File: src/rtl/ram_arbiter_if.sv
// Requester-side bundle of the RAM arbiter.
// One instance per requester: request, grant and read return.
interface ram_arbiter_if #(
    parameter int AW = 9,
    parameter int DW = 6
);
    logic          req;
    logic          we;
    logic [AW-1:0] addr;
    logic [DW-1:0] wdata;
    logic          gnt;
    logic          rvalid;
    logic [DW-1:0] rdata;

    modport master (
        output req, we, addr, wdata,
        input  gnt, rvalid, rdata
    );

    modport slave (
        input  req, we, addr, wdata,
        output gnt, rvalid, rdata
    );
endinterface

File: src/rtl/ram_arbiter.sv
// Two-requester round-robin arbiter for a single-port RAM,
// with a one-cycle access stage and a whole-RAM fill engine.
module ram_arbiter #(
    parameter int ADDR_WIDTH = 9,
    parameter int DATA_WIDTH = 6
) (
    input  logic                  clk,
    input  logic                  rst_n,
    input  logic                  fill_start,
    input  logic [DATA_WIDTH-1:0] fill_value,
    output logic                  fill_busy,
    output logic                  fill_done,
    ram_arbiter_if.slave          port0,
    ram_arbiter_if.slave          port1,
    output logic [ADDR_WIDTH-1:0] ram_addr,
    output logic                  ram_write,
    output logic [DATA_WIDTH-1:0] ram_data_in,
    output logic                  ram_read,
    input  logic [DATA_WIDTH-1:0] ram_data_out
);

    typedef enum logic [1:0] {
        S_IDLE   = 2'd0,
        S_ACCESS = 2'd1,
        S_FILL   = 2'd2
    } state_t;

    state_t                r_state;
    state_t                w_state_nxt;
    logic                  r_prio;
    logic                  r_owner;
    logic                  r_we;
    logic [ADDR_WIDTH-1:0] r_addr;
    logic [DATA_WIDTH-1:0] r_wdata;
    logic                  r_pend;
    logic [DATA_WIDTH-1:0] r_fill_val;
    logic [ADDR_WIDTH-1:0] r_cnt;
    logic                  r_done;
    logic [1:0]            r_rvalid;
    logic [DATA_WIDTH-1:0] r_rdata0;
    logic [DATA_WIDTH-1:0] r_rdata1;

    logic w_gnt_en;
    logic w_gnt0;
    logic w_gnt1;
    logic w_acc;
    logic w_fill_trig;
    logic w_last;

    // Grant decode: tie goes to r_prio; blocked while a fill is pending or running
    always_comb begin
        w_gnt_en    = rst_n && (r_state != S_FILL) && !r_pend;
        w_gnt0      = w_gnt_en && port0.req && (!port1.req || !r_prio);
        w_gnt1      = w_gnt_en && port1.req && (!port0.req || r_prio);
        w_acc       = w_gnt0 || w_gnt1;
        w_fill_trig = fill_start && (r_state != S_FILL) && !r_pend;
        w_last      = (r_cnt == '1);
    end

    assign port0.gnt    = w_gnt0;
    assign port1.gnt    = w_gnt1;
    assign port0.rvalid = r_rvalid[0];
    assign port1.rvalid = r_rvalid[1];
    assign port0.rdata  = r_rdata0;
    assign port1.rdata  = r_rdata1;
    assign fill_busy    = r_pend || (r_state == S_FILL);
    assign fill_done    = r_done;

    // Next state and RAM port drive
    always_comb begin
        w_state_nxt = r_state;
        ram_addr    = '0;
        ram_write   = 1'b0;
        ram_read    = 1'b0;
        ram_data_in = '0;
        unique case (r_state)
            S_IDLE, S_ACCESS: begin
                if (r_state == S_ACCESS) begin
                    ram_addr = r_addr;
                    if (r_we) begin
                        ram_write   = 1'b1;
                        ram_data_in = r_wdata;
                    end else begin
                        ram_read = 1'b1;
                    end
                end
                if (w_acc) begin
                    w_state_nxt = S_ACCESS;
                end else if (r_pend || w_fill_trig) begin
                    w_state_nxt = S_FILL;
                end else begin
                    w_state_nxt = S_IDLE;
                end
            end
            S_FILL: begin
                ram_write   = 1'b1;
                ram_addr    = r_cnt;
                ram_data_in = r_fill_val;
                if (w_last) begin
                    w_state_nxt = S_IDLE;
                end
            end
            default: begin
                w_state_nxt = S_IDLE;
            end
        endcase
    end

    // State register
    always_ff @(posedge clk or negedge rst_n) begin
        if (!rst_n) begin
            r_state <= S_IDLE;
        end else begin
            r_state <= w_state_nxt;
        end
    end

    // Capture accepted request into the stage and rotate priority
    always_ff @(posedge clk or negedge rst_n) begin
        if (!rst_n) begin
            r_prio  <= 1'b0;
            r_owner <= 1'b0;
            r_we    <= 1'b0;
            r_addr  <= '0;
            r_wdata <= '0;
        end else if (w_acc) begin
            r_owner <= w_gnt1;
            r_prio  <= w_gnt0;
            if (w_gnt1) begin
                r_we    <= port1.we;
                r_addr  <= port1.addr;
                r_wdata <= port1.wdata;
            end else begin
                r_we    <= port0.we;
                r_addr  <= port0.addr;
                r_wdata <= port0.wdata;
            end
        end
    end

    // Fill pending flag, latched fill word, address counter, done pulse
    always_ff @(posedge clk or negedge rst_n) begin
        if (!rst_n) begin
            r_pend     <= 1'b0;
            r_fill_val <= '0;
            r_cnt      <= '0;
            r_done     <= 1'b0;
        end else begin
            if (w_fill_trig) begin
                r_fill_val <= fill_value;
            end
            if (w_state_nxt == S_FILL) begin
                r_pend <= 1'b0;
            end else if (w_fill_trig) begin
                r_pend <= 1'b1;
            end
            r_cnt  <= (r_state == S_FILL) ? r_cnt + 1'b1 : '0;
            r_done <= (r_state == S_FILL) && w_last;
        end
    end

    // Read return: capture RAM data at the end of a read ACCESS cycle
    always_ff @(posedge clk or negedge rst_n) begin
        if (!rst_n) begin
            r_rvalid <= '0;
            r_rdata0 <= '0;
            r_rdata1 <= '0;
        end else begin
            r_rvalid <= '0;
            if (r_state == S_ACCESS && !r_we) begin
                r_rvalid[r_owner] <= 1'b1;
                if (r_owner) begin
                    r_rdata1 <= ram_data_out;
                end else begin
                    r_rdata0 <= ram_data_out;
                end
            end
        end
    end

endmodule

File: src/flat_wrapper.sv
// flat-port wrapper written by rule: the top's interface ports become plain ports
module ram_arbiter_flat 
#(
    parameter int ADDR_WIDTH = 9,
    parameter int DATA_WIDTH = 6
)
  (clk, rst_n, fill_start, fill_value, fill_busy, fill_done, ram_addr, ram_write, ram_data_in, ram_read, ram_data_out, port0_req, port0_we, port0_addr, port0_wdata, port0_gnt, port0_rvalid, port0_rdata, port1_req, port1_we, port1_addr, port1_wdata, port1_gnt, port1_rvalid, port1_rdata);
  ram_arbiter_if port0_i ();
  ram_arbiter_if port1_i ();
  input  logic clk;
  input  logic rst_n;
  input  logic fill_start;
  input  logic [DATA_WIDTH-1:0] fill_value;
  output logic fill_busy;
  output logic fill_done;
  output logic [ADDR_WIDTH-1:0] ram_addr;
  output logic ram_write;
  output logic [DATA_WIDTH-1:0] ram_data_in;
  output logic ram_read;
  input  logic [DATA_WIDTH-1:0] ram_data_out;
  input wire logic [$bits(port0_i.req)-1:0] port0_req;
  input wire logic [$bits(port0_i.we)-1:0] port0_we;
  input wire logic [$bits(port0_i.addr)-1:0] port0_addr;
  input wire logic [$bits(port0_i.wdata)-1:0] port0_wdata;
  output wire logic [$bits(port0_i.gnt)-1:0] port0_gnt;
  output wire logic [$bits(port0_i.rvalid)-1:0] port0_rvalid;
  output wire logic [$bits(port0_i.rdata)-1:0] port0_rdata;
  input wire logic [$bits(port1_i.req)-1:0] port1_req;
  input wire logic [$bits(port1_i.we)-1:0] port1_we;
  input wire logic [$bits(port1_i.addr)-1:0] port1_addr;
  input wire logic [$bits(port1_i.wdata)-1:0] port1_wdata;
  output wire logic [$bits(port1_i.gnt)-1:0] port1_gnt;
  output wire logic [$bits(port1_i.rvalid)-1:0] port1_rvalid;
  output wire logic [$bits(port1_i.rdata)-1:0] port1_rdata;
  assign port0_i.req = port0_req;
  assign port0_i.we = port0_we;
  assign port0_i.addr = port0_addr;
  assign port0_i.wdata = port0_wdata;
  assign port0_gnt = port0_i.gnt;
  assign port0_rvalid = port0_i.rvalid;
  assign port0_rdata = port0_i.rdata;
  assign port1_i.req = port1_req;
  assign port1_i.we = port1_we;
  assign port1_i.addr = port1_addr;
  assign port1_i.wdata = port1_wdata;
  assign port1_gnt = port1_i.gnt;
  assign port1_rvalid = port1_i.rvalid;
  assign port1_rdata = port1_i.rdata;
  ram_arbiter #(.ADDR_WIDTH(ADDR_WIDTH), .DATA_WIDTH(DATA_WIDTH)) u_core (.clk(clk), .rst_n(rst_n), .fill_start(fill_start), .fill_value(fill_value), .fill_busy(fill_busy), .fill_done(fill_done), .port0(port0_i), .port1(port1_i), .ram_addr(ram_addr), .ram_write(ram_write), .ram_data_in(ram_data_in), .ram_read(ram_read), .ram_data_out(ram_data_out));
endmodule
File: config.mk
export PLATFORM = sky130hd
export DESIGN_NAME = ram_arbiter_flat
export DESIGN_NICKNAME = d
export VERILOG_FILES = /design/src/rtl/ram_arbiter_if.sv /design/src/rtl/ram_arbiter.sv /design/src/flat_wrapper.sv
export SDC_FILE = /design/constraint.sdc
export NUM_CORES = 1
export LEC_CHECK = 0
export ABC_AREA = 1
export BUFFER_PORTS_ARGS = -buffer_cell sky130_fd_sc_hd__buf_2
export CORE_MARGIN = 2
export CORE_UTILIZATION = 55
export DETAILED_ROUTE_END_ITERATION = 12
export GPL_ROUTABILITY_DRIVEN = 0
export PLACE_DENSITY = 0.83
export SYNTH_ARGS = -nofsm -noshare
export SYNTH_HDL_FRONTEND = slang
export SYNTH_SLANG_ARGS = --single-unit
File: constraint.sdc
create_clock -name clk -period 2.4 [get_ports clk]
set_clock_uncertainty 0.1 [all_clocks]
set_input_delay 0.48 -clock clk [delete_from_list [all_inputs] [get_ports clk]]
set_output_delay 0.48 -clock clk [all_outputs]
set_load 0.02 [all_outputs]
# --- After elaboration in Yosys (flattened, before gate mapping) ---
# Index checks and enable logic that the tools add are counted.
op_classes:
  shifts: 0
  n_eq_ne: 5
  n_mul: 0
  div: 0
  mux: 24
  magnitude_cmp: 2
  reduce_logical: 26
  bitwise: 1
  n_addsub: 1
op_table:
  columns: ["cell", "n"]
  rows:
  - ["$mux W9", 3]
  - ["$mux W6", 3]
  - ["$pmux W9 S2", 1]
  - ["$pmux W6 S2", 1]
  - ["$logic_and A1 B1 Y1", 11]
  - ["$add A9 B1 Y9 const B", 1]
  - ["$eq A9 B9 Y1 const B", 1]
  - ["$mux W1", 9]
  - ["$mux W2", 4]
  - ["$logic_not A1 Y1", 5]
  - ["$logic_or A1 B1 Y1", 5]
  - ["$eq A2 B2 Y1 const B", 2]
  - ["$pmux W2 S2", 1]
  - ["$reduce_and A2 Y1", 2]
  - ["$eq A2 B1 Y1 const B", 1]
  - ["$logic_not A2 Y1", 1]
  - ["$lt A1 B2 Y1 const B", 1]
  - ["$ne A2 B2 Y1 const B", 1]
  - ["$pmux W1 S2", 1]
  - ["$reduce_bool A2 Y1", 1]
  - ["$reduce_or A2 Y1", 1]
  - ["$demux W1 S1", 1]
  - ["$ge A1 B1 Y1 const B", 1]
  - ["$not A1 Y1", 1]
word_totals:
  rom_bits: 0
  ram_bits: 0
  ff_bits: 51
  inputBits: 49
  n_memories: 0
  latch_bits: 0

# --- Longest topological paths before layout ---
# Gate-level depths: netlist of the first run.
logic_depth:
  depth_word: 10
  ltp_mapped: 10
  mapped_depth_nobuf: 10

# --- Worst setup path after synthesis of the first run ---
# No wires, ideal clock.
synth_timing:
  path_type: "register to output"
  startpoint: "register u_core.r_state[1]"
  endpoint: "output port ram_addr[3]"
  setup_slack_ns: 0.612
  path_stages_with_launch: 5
  n_path_buf: 1
  arrival_ns: 1.208
  required_time_ns: 1.820
  cell_sequence: "dfrtp_1 > nor2_4 > clkbuf_1 > nand2_1 > o21ai_0"
synth_via:
  elab_chain_len: 3
synth_rtl:
  columns: ["element", "line", "source"]
  rows:
  - ["from (decl)", "ram_arbiter.sv:28", "state_t r_state;"]
  - ["from (signal assigned)", "ram_arbiter.sv:114", "r_state <= w_state_nxt;"]
  - ["$eq A2 B1 Y1 or $logic_not A2 Y1 (tied branches)", "ram_arbiter.sv:76, ram_arbiter.sv:78", null]
  - ["$mux W9 or $reduce_or A2 Y1 (tied branches)", "ram_arbiter.sv:78, ram_arbiter.sv:76", null]
  - ["$pmux W9 S2 *", "ram_arbiter.sv:76", "unique case (r_state)"]
  - ["to (decl)", "flat_wrapper.sv:16", "output logic [ADDR_WIDTH-1:0] ram_addr;"]
# Every way passes the cells marked *; elsewhere a longest branch is shown, timed or not.

# --- Worst setup path after layout of the first run ---
layout_timing:
  startpoint: "register u_core.r_state[0]"
  endpoint: "output port ram_addr[0]"
# The elaborated chain is that of the path after synthesis.

==> impl_results.md, run 1 <==
* Initial core utilization at a little under three fifths
* Post-layout min period at 2.18 ns
* Pre-CTS setup slack at about 0.55 ns
* Worst reg-to-reg path cell count at 6
* Inserted Diodes at 0
* Num CTS Buffers at 5
* Status: complete, no violations
* Vias at approximately 2.2k
* Setup Buffers After CTS at 0
* Lkg Pwr at roughly 1.8 nW
* Final worst-path cycle share at 90.7%
* Ys Warns at 0
* Worst min path class: in -> async
* Critical path class: reg -> out
* Die extent in y at approximately 74 um
* Seq cells post-synth at 51
* CTS Sinks at 51
* VDD IR-drop max at 772 uV
* Synthesis-to-layout area growth at 19.1%
* Cts hold-fix bufs at 0
* Sequential share of the synthesized area at between 40% and 50%
* Initial antenna violation count at 0
* Port Buffer Count at just over 80
* Post-DP HPWL at roughly 4400 um
* Syn_area_per_cell at about 8.8 um^2
* DRT Wirelength at between 5000 and 6000 um
* First-pass GRT wire length at 9360 um
* Worst slew pin tran at roughly 0.56 ns
* Crit end category: output pin
* Total global routing overflow at 0
* Met1 Use GR at about 28%
* Critical path data arrival time at approximately 1.6 ns
* Clk Tree Root Cell: clkbuf_8
* CP max FO at 18
* Worst path required time at approximately 1.8 ns
* Final Max Slew Viols at 0
* CTS tree: built
* Worst r2r dst: u_core.port1.rdata[0]$_DFFE_PN0P_
* Post-synth cell types at 30
* Fmax achieved at approximately 460 MHz
* Core Area at approximately 4700 um^2
* Total power at 3.23 mW
* Clock Latency Late Sink at 0.30 ns
* Aggregate global-route resource usage at a little under a quarter
* Synthesized area at 2690 um^2
* Final setup TNS at 0 ns
* Clk buf depth at 2
* Layout cells sized above 1 at between 30% and 40%
* Post_cts resized at 0
* Worst reg2reg startpoint: u_core.r_state[1]$_DFF_PN0_
* Pwr Density at between 1000 and 1500 nW/um^2
* Max transition margin at 62.5%
* Final nets at roughly 440
* Iter 0 DRT Violations at between 100 and 150
* Final setup fails at 0
* First-pass detailed-route iteration total at 4
* Die Width at roughly 74 um
* I/O pin count at 84
* FP Rows at 25
* Grt peak-use layer: met2
* Startpoint types: flip-flop
* Routed WL per cell at 12.6 um
* Die ar. at around 5500 um^2
* Met2 Use GR at 38.9%
* MaxCap Viol Count at 0
* Met3 GRT Util at under 10%
* DRC at 0
* Number of global-route vias before repair at 2098
* Reg clk slew, reported paths at about 0.090 ns
* RSZ-0062 raised after global routing: false
* Hold Vio Cnt, Final at 0
* Routed vias/inst at between 4 and 5
* Post-Synthesis Cells at between 300 and 400
* DRT antenna net count at 0
* Post-route worst setup slack at 0.223 ns
* H-tree lvl count at 2
* Synthesized netlist net count at 358
* Reg2Reg Setup Slack at between 0.6 and 0.7 ns
* Largest net degree at the start of global routing at 40
## per-stage QoR
stage / utilization (%) / hold slack [ns] / instance area (um^2) / std cells
2_1_floorplan: - / 0.0844 / 2690 / 307
3_3_place_gp: 66.0 / 0.368 / 3120 / 450
6_report: 67.8 / 0.0750 / 3200 / 458
5_1_grt: 67.8 / 0.0741 / 3200 / 458
4_1_cts: 67.8 / 0.0704 / 3200 / 458
3_5_place_dp: 66.0 / 0.369 / 3120 / 450
## layer usage
metal  vias to the layer above  share of wire, %
li1                       1117                 -
met2                        59                50
met1                      1017                44
met3                         9               5.0
met4                         0               1.2
met5                         -                 0
## cell type report
cell class,count,area (um^2)
fillers,394,1520
flip-flops and latches,51,1280
multi-input cells,190,1110
repair buffers,86,438
inverters,56,210
well taps,67,83.8
clock buffers,6,72.6
clock inverters,2,12.5
## cells by family (layout without fill, tap and decap cells)
group | Yosys count | count (layout) | share of synthesized area (%)
and+or+nand+nor | 141 | 141 | 26.8
AOI/OAI and AO/OA | 40 | 40 | 10.7
muxes | 6 | 6 | 2.51
xor gates and xnor gates | 1 | 1 | 0.326
buffers and inverters | 66 | 150 | 11.3
adders and majority gates | 2 | 2 | 0.931
DFF | 51 | 51 | 47.5
## Yosys cell counts, drive strengths merged
library cell / n / share of area (%)
a21oi: 7 / 2.0
a22o: 3 / 0.98
a32o: 6 / 2.2
buf: 9 / 3.3
clkbuf: 1 / 0.14
dfrtp: 51 / 47
ha: 2 / 0.93
inv: 56 / 7.8
mux2: 6 / 2.5
nand2: 101 / 17
nand3: 22 / 6.1
nand4: 1 / 0.23
nor2: 17 / 3.5
o21ai: 23 / 5.1
o21ba: 1 / 0.37
xnor2: 1 / 0.33
## power by group
group | total [mW] | leakage (nW) | internal (mW) | switching, mW
Combinational | 1.34 | 1.19 | 0.496 | 0.847
Clock | 0.476 | 0.0412 | 0.204 | 0.272
Sequential | 1.41 | 0.616 | 1.17 | 0.236
Total | 3.23 | 1.84 | 1.87 | 1.35
## critical path: stages, from the launching register on
cell     delay, ns
dfrtp_1       0.37
inv_1         0.14
nand2_4       0.15
inv_2         0.28
a22o_1        0.19
buf_2         0.16
## cell usage in the layout, fill, tap and decap left out
cell / instances
a21oi_1: 4
a21oi_2: 2
a21oi_4: 1
a22o_1: 3
a32o_1: 6
buf_2: 83
buf_4: 3
clkbuf_1: 1
clkbuf_8: 5
clkinv_2: 1
clkinvlp_4: 1
dfrtp_1: 51
ha_1: 2
inv_1: 53
inv_2: 3
mux2_2: 6
nand2_1: 90
nand2_2: 1
nand2_4: 10
nand3_1: 13
nand3_2: 8
nand3_4: 1
nand4_1: 1
nor2_1: 13
nor2_4: 4
o21ai_0: 3
o21ai_1: 18
o21ai_4: 2
o21ba_2: 1
xnor2_1: 1
## state kept, by name, summed over array words and instances, names as in the netlist
register	flops
u_core.r_cnt	9
u_core.r_rvalid	2
u_core.r_we	1
u_core.r_pend	1
u_core.fill_done	1
u_core.r_prio	1
u_core.r_state	2
u_core.port0.rdata	6
u_core.port1.rdata	6
u_core.r_owner	1
u_core.r_fill_val	6
u_core.r_wdata	6
u_core.r_addr	9
## how the worst max path moves through the flow
stage,start,to,slack [ns]
finish,u_core.r_state[0]$_DFF_PN0_,ram_addr[0],0.22
global route,u_core.r_state[0]$_DFF_PN0_,ram_data_in[4],0.1
CTS,u_core.r_state[0]$_DFF_PN0_,ram_data_in[4],0.20
detailed placement,u_core.r_state[0]$_DFF_PN0_,ram_addr[0],0.55
global placement,port0_req,port0_gnt,0.60
floorplan,u_core.r_state[1]$_DFF_PN0_,ram_addr[3],0.61
No activity file was read; power rests on OpenSTA's default activity.
==> inputs of run 2 (changes only) <==
--- a/config.mk
+++ b/config.mk
@@ -5,13 +5,14 @@
 export SDC_FILE = /design/constraint.sdc
 export NUM_CORES = 1
 export LEC_CHECK = 0
-export ABC_AREA = 1
+export ABC_AREA = 0
 export BUFFER_PORTS_ARGS = -buffer_cell sky130_fd_sc_hd__buf_2
+export CORE_ASPECT_RATIO = 0.8
 export CORE_MARGIN = 2
-export CORE_UTILIZATION = 55
+export CORE_UTILIZATION = 45
 export DETAILED_ROUTE_END_ITERATION = 12
 export GPL_ROUTABILITY_DRIVEN = 0
-export PLACE_DENSITY = 0.83
+export PLACE_DENSITY = 0.74
 export SYNTH_ARGS = -nofsm -noshare
 export SYNTH_HDL_FRONTEND = slang
 export SYNTH_SLANG_ARGS = --single-unit
==> constraint.sdc (replaced) <==
create_clock -name clk -period 1.87 [get_ports clk]
set_clock_uncertainty 0.1 [all_clocks]
set_input_delay 0.374 -clock clk [delete_from_list [all_inputs] [get_ports clk]]
set_output_delay 0.374 -clock clk [all_outputs]
set_load 0.02 [all_outputs]
==> impl_results.md, run 2 <==
* Pwr Density at 1560 nW/um^2 (+55%)
* Post-Route M1 WL at 2970 um (+17%)
* Synthesized netlist net count at 247 (-31%)
* Final Max Slew Viols at 0 (unchanged)
* Post-Synth Simple-Gate Area at 12.1% (-15 points)
* Synth area leader: dfrtp_1
* Post-synth cell types at 37 (+23%)
* Seq cells post-synth at 51 (unchanged)
* DR WL met2 at 3120 um (+8.2%)
* Routed WL per cell at 18.3 um (+45%)
* Crit end category: output pin
* Final core utilization at 66.7% (-1.1 points)
* Final setup fails at 14 (+14)
* VDD IR-drop max at 807 uV (+4.5%)
* Design Area, Final at 3410 um^2 (+6.6%)
* Fmax achieved at 519 MHz
* Yosys top cell area share at 52.2% (+4.7 points)
* Post-synthesis mux area share at 8.29% (+5.8 points)
* Initial antenna violation count at 0 (unchanged)
* Clk Tree Root Cell: clkbuf_8
* Post-synth EDFFs at 0 (unchanged)
* XOR/XNOR Fraction of Synth Area at 1.08% (+0.75 points)
* Clock Latency Late Sink at 0.30 ns (about the same)
* Lkg Pwr at 1.64 nW (-11%)
* CTS tree: built
* Top Layer Used: met4
* Top post-synthesis cells by area: dfrtp_1, mux2_2, o32ai_1
* Main combinational cell family by area after synthesis: compound AO/OA/AOI/OAI gates
* Placed instance area at 3010 um^2 (-3.5%)
* Post-route insts no fill at 358 (-22%)
* Critical path class: reg -> out
* Number of global-route vias before repair at 2047 (-2.4%)
* CTS Sinks at 51 (unchanged)
* MaxCap Viol Count at 0 (unchanged)
* Met3 WL post-DR at 411 um (+42%)
* Synth top cells by count: dfrtp_1, mux2_2, o32ai_1
* Hold_ws at 0.101 ns (+0.0260 ns)
* Largest net degree at the start of global routing at 52 (+30%)
* DRT Wirelength at 6570 um (+13%)
* Pre-CTS setup slack at -0.140 ns (-0.687 ns)
* Synthesized area at 2440 um^2 (-9.1%)
* Most frequent cells in the layout: buf_2, dfrtp_1, buf_4, mux2_2
* Die ar. at 6040 um^2 (+11%)
* Ys Warns at 0 (unchanged)
* Worst path required time at 1.40 ns (-0.42 ns)
* Violated checks: setup timing
* Sequential share of the synthesized area at 52.2% (+4.7 points)
* Max transition margin at 56.7% (-5.9 points)
* Reg clk slew, reported paths at 0.09 ns (about the same)
* Compound-Gate Fraction of Synth Area at 21.9% (+11 points)
* Die extent in y at 69.9 um (-5.4%)
* Syn_area_per_cell at 12.5 um^2 (+42%)
* Synth async-reset ratio at 100% (unchanged)
* Synthesis-to-layout area growth at 39.7%
* Worst slew pin tran at 0.650 ns (+0.0891 ns)
* Final nets at 346 (-22%)
* Post-Synth Adder-Cell Area at 1.02% (+0.093 points)
* Port Buffer Count at 83 (unchanged)
* RSZ-0062 raised after global routing: true
* Vias at 2062 (-6.4%)
* Top Registers: u_core.r_addr (9), u_core.r_cnt (9)
* DRT antenna net count at 0 (unchanged)
* Num CTS Buffers at 5 (unchanged)
* Cts hold-fix bufs at 0 (unchanged)
* Final setup TNS at -0.376 ns (-0.376 ns)
* DRC at 0 (unchanged)
* Initial core utilization at 47.7% (-9.2 points)
* Die Width at 86.4 um (+17%)
* Hold Vio Cnt, Final at 0 (unchanged)
* H-tree lvl count at 2 (unchanged)
* CP max FO at 12 (-6)
* Critical path data arrival time at 1.45 ns (-0.15 ns)
* First-pass detailed-route iteration total at 4 (unchanged)
* Iter 0 DRT Violations at 123 (+16%)
* Clk buf depth at 2 (unchanged)
* Inserted Diodes at 0 (unchanged)
* Status: complete, but fails checks
* Commonest non-fill, non-tap cell in the layout: buf_2
* Final worst-path cycle share at 103%
* Post-layout min period at 1.93 ns
* Startpoint types: flip-flop
* Post-route worst setup slack at -0.0551 ns (-0.279 ns)
* Core Area at 5120 um^2 (+8.5%)
* Layout cells sized above 1 at 56.4% (+23 points)
* Post-DP HPWL at 4400 um (-0.23%)
* Worst min path class: in -> async
* Post-Synthesis Cells at 196 (-36%)
* Placed cells at 341 (-24%)
* Routed vias/inst at 5.76 (+20%)
* Post-synth top flop: dfrtp_1
* Total global routing overflow at 0 (unchanged)
* I/O pin count at 84 (unchanged)
* Aggregate global-route resource usage at 22.2% (-0.51 points)
* Most common cell in the netlist: dfrtp_1
* FP Rows at 23 (-8.0%)
* First-pass GRT wire length at 10500 um (+12%)
* Total power at 5.33 mW (+65%)
==> run 2: changes by cell type in the layout (fill, tap and decap cells not counted), sizes merged, moves of 7 or more <==
cell     before  now
nand2       101   11
nor2         17   10
o21ai        23    3
nand3        22    4
o32ai         0   17
a2bb2oi       0   16
inv          56    1
buf          86  104
mux2          6   18
==> run 2: final timing paths <==
kind | depth (start not counted) | startpoint | to | slack (ns)
max | 4 | u_core.r_state[1]$_DFF_PN0_ | ram_addr[8] | -0.06
max in group asynchronous | 2 | rst_n | u_core.r_state[1]$_DFF_PN0_ | 1.11
min in group clk | 2 | fill_value[5] | u_core.r_fill_val[5]$_DFFE_PN0P_ | 0.20
max reg2reg | 5 | u_core.r_state[1]$_DFF_PN0_ | u_core.r_fill_val[1]$_DFFE_PN0P_ | 0.04
min | 2 | rst_n | u_core.r_fill_val[0]$_DFFE_PN0P_ | 0.10
min reg2reg | 1 | u_core.port1.rdata[5]$_DFFE_PN0P_ | u_core.port1.rdata[5]$_DFFE_PN0P_ | 0.41
==> run 2: repair_timing <==
action	in CTS	in global routing
gates cloned	2	0
gates resized for setup	36	25
hold endpoints to repair	0	0
pin swaps	2	8
buffers inserted	6	1
setup endpoints to repair	18	20
==> run 2: area by class of cell <==
class | count | area, um^2
fillers | 408 | 1710
flip-flops and latches | 51 | 1280
multi-input cells | 129 | 1160
repair buffers | 106 | 777
clock buffers | 6 | 82.6
well taps | 62 | 77.6
clock inverters | 2 | 35.0
inverters | 2 | 7.51
==> run 2: worst max-delay path, stage by stage (launching register included) <==
cell	delay (ns)
dfrtp_2	0.45
nor2b_4	0.16
buf_12	0.15
a22o_1	0.26
buf_6	0.14
==> run 2: where the power goes <==
group / total, mW / leakage, nW / switching (mW) / internal [mW]
logic: 2.71 / 0.954 / 1.28 / 1.44
registers: 1.82 / 0.628 / 0.305 / 1.51
clock network: 0.799 / 0.0612 / 0.366 / 0.433
==> run 2: logic make-up (layout without fill, tap and decap cells) <==
family	count (synthesis)	count (layout)
compound gates	57	57
xor+xnor	3	3
fa+ha+maj	2	2
buf+inv	16	116
flops	51	51
mux	18	18
simple gates	49	49
==> run 2: per-layer routing <==
layer | vias up | GRT usage [%]
li1 | 948 | -
met1 | 1028 | 31.6
met2 | 79 | 34.4
met3 | 7 | 5.08
met4 | 0 | 5.73
met5 | - | 0
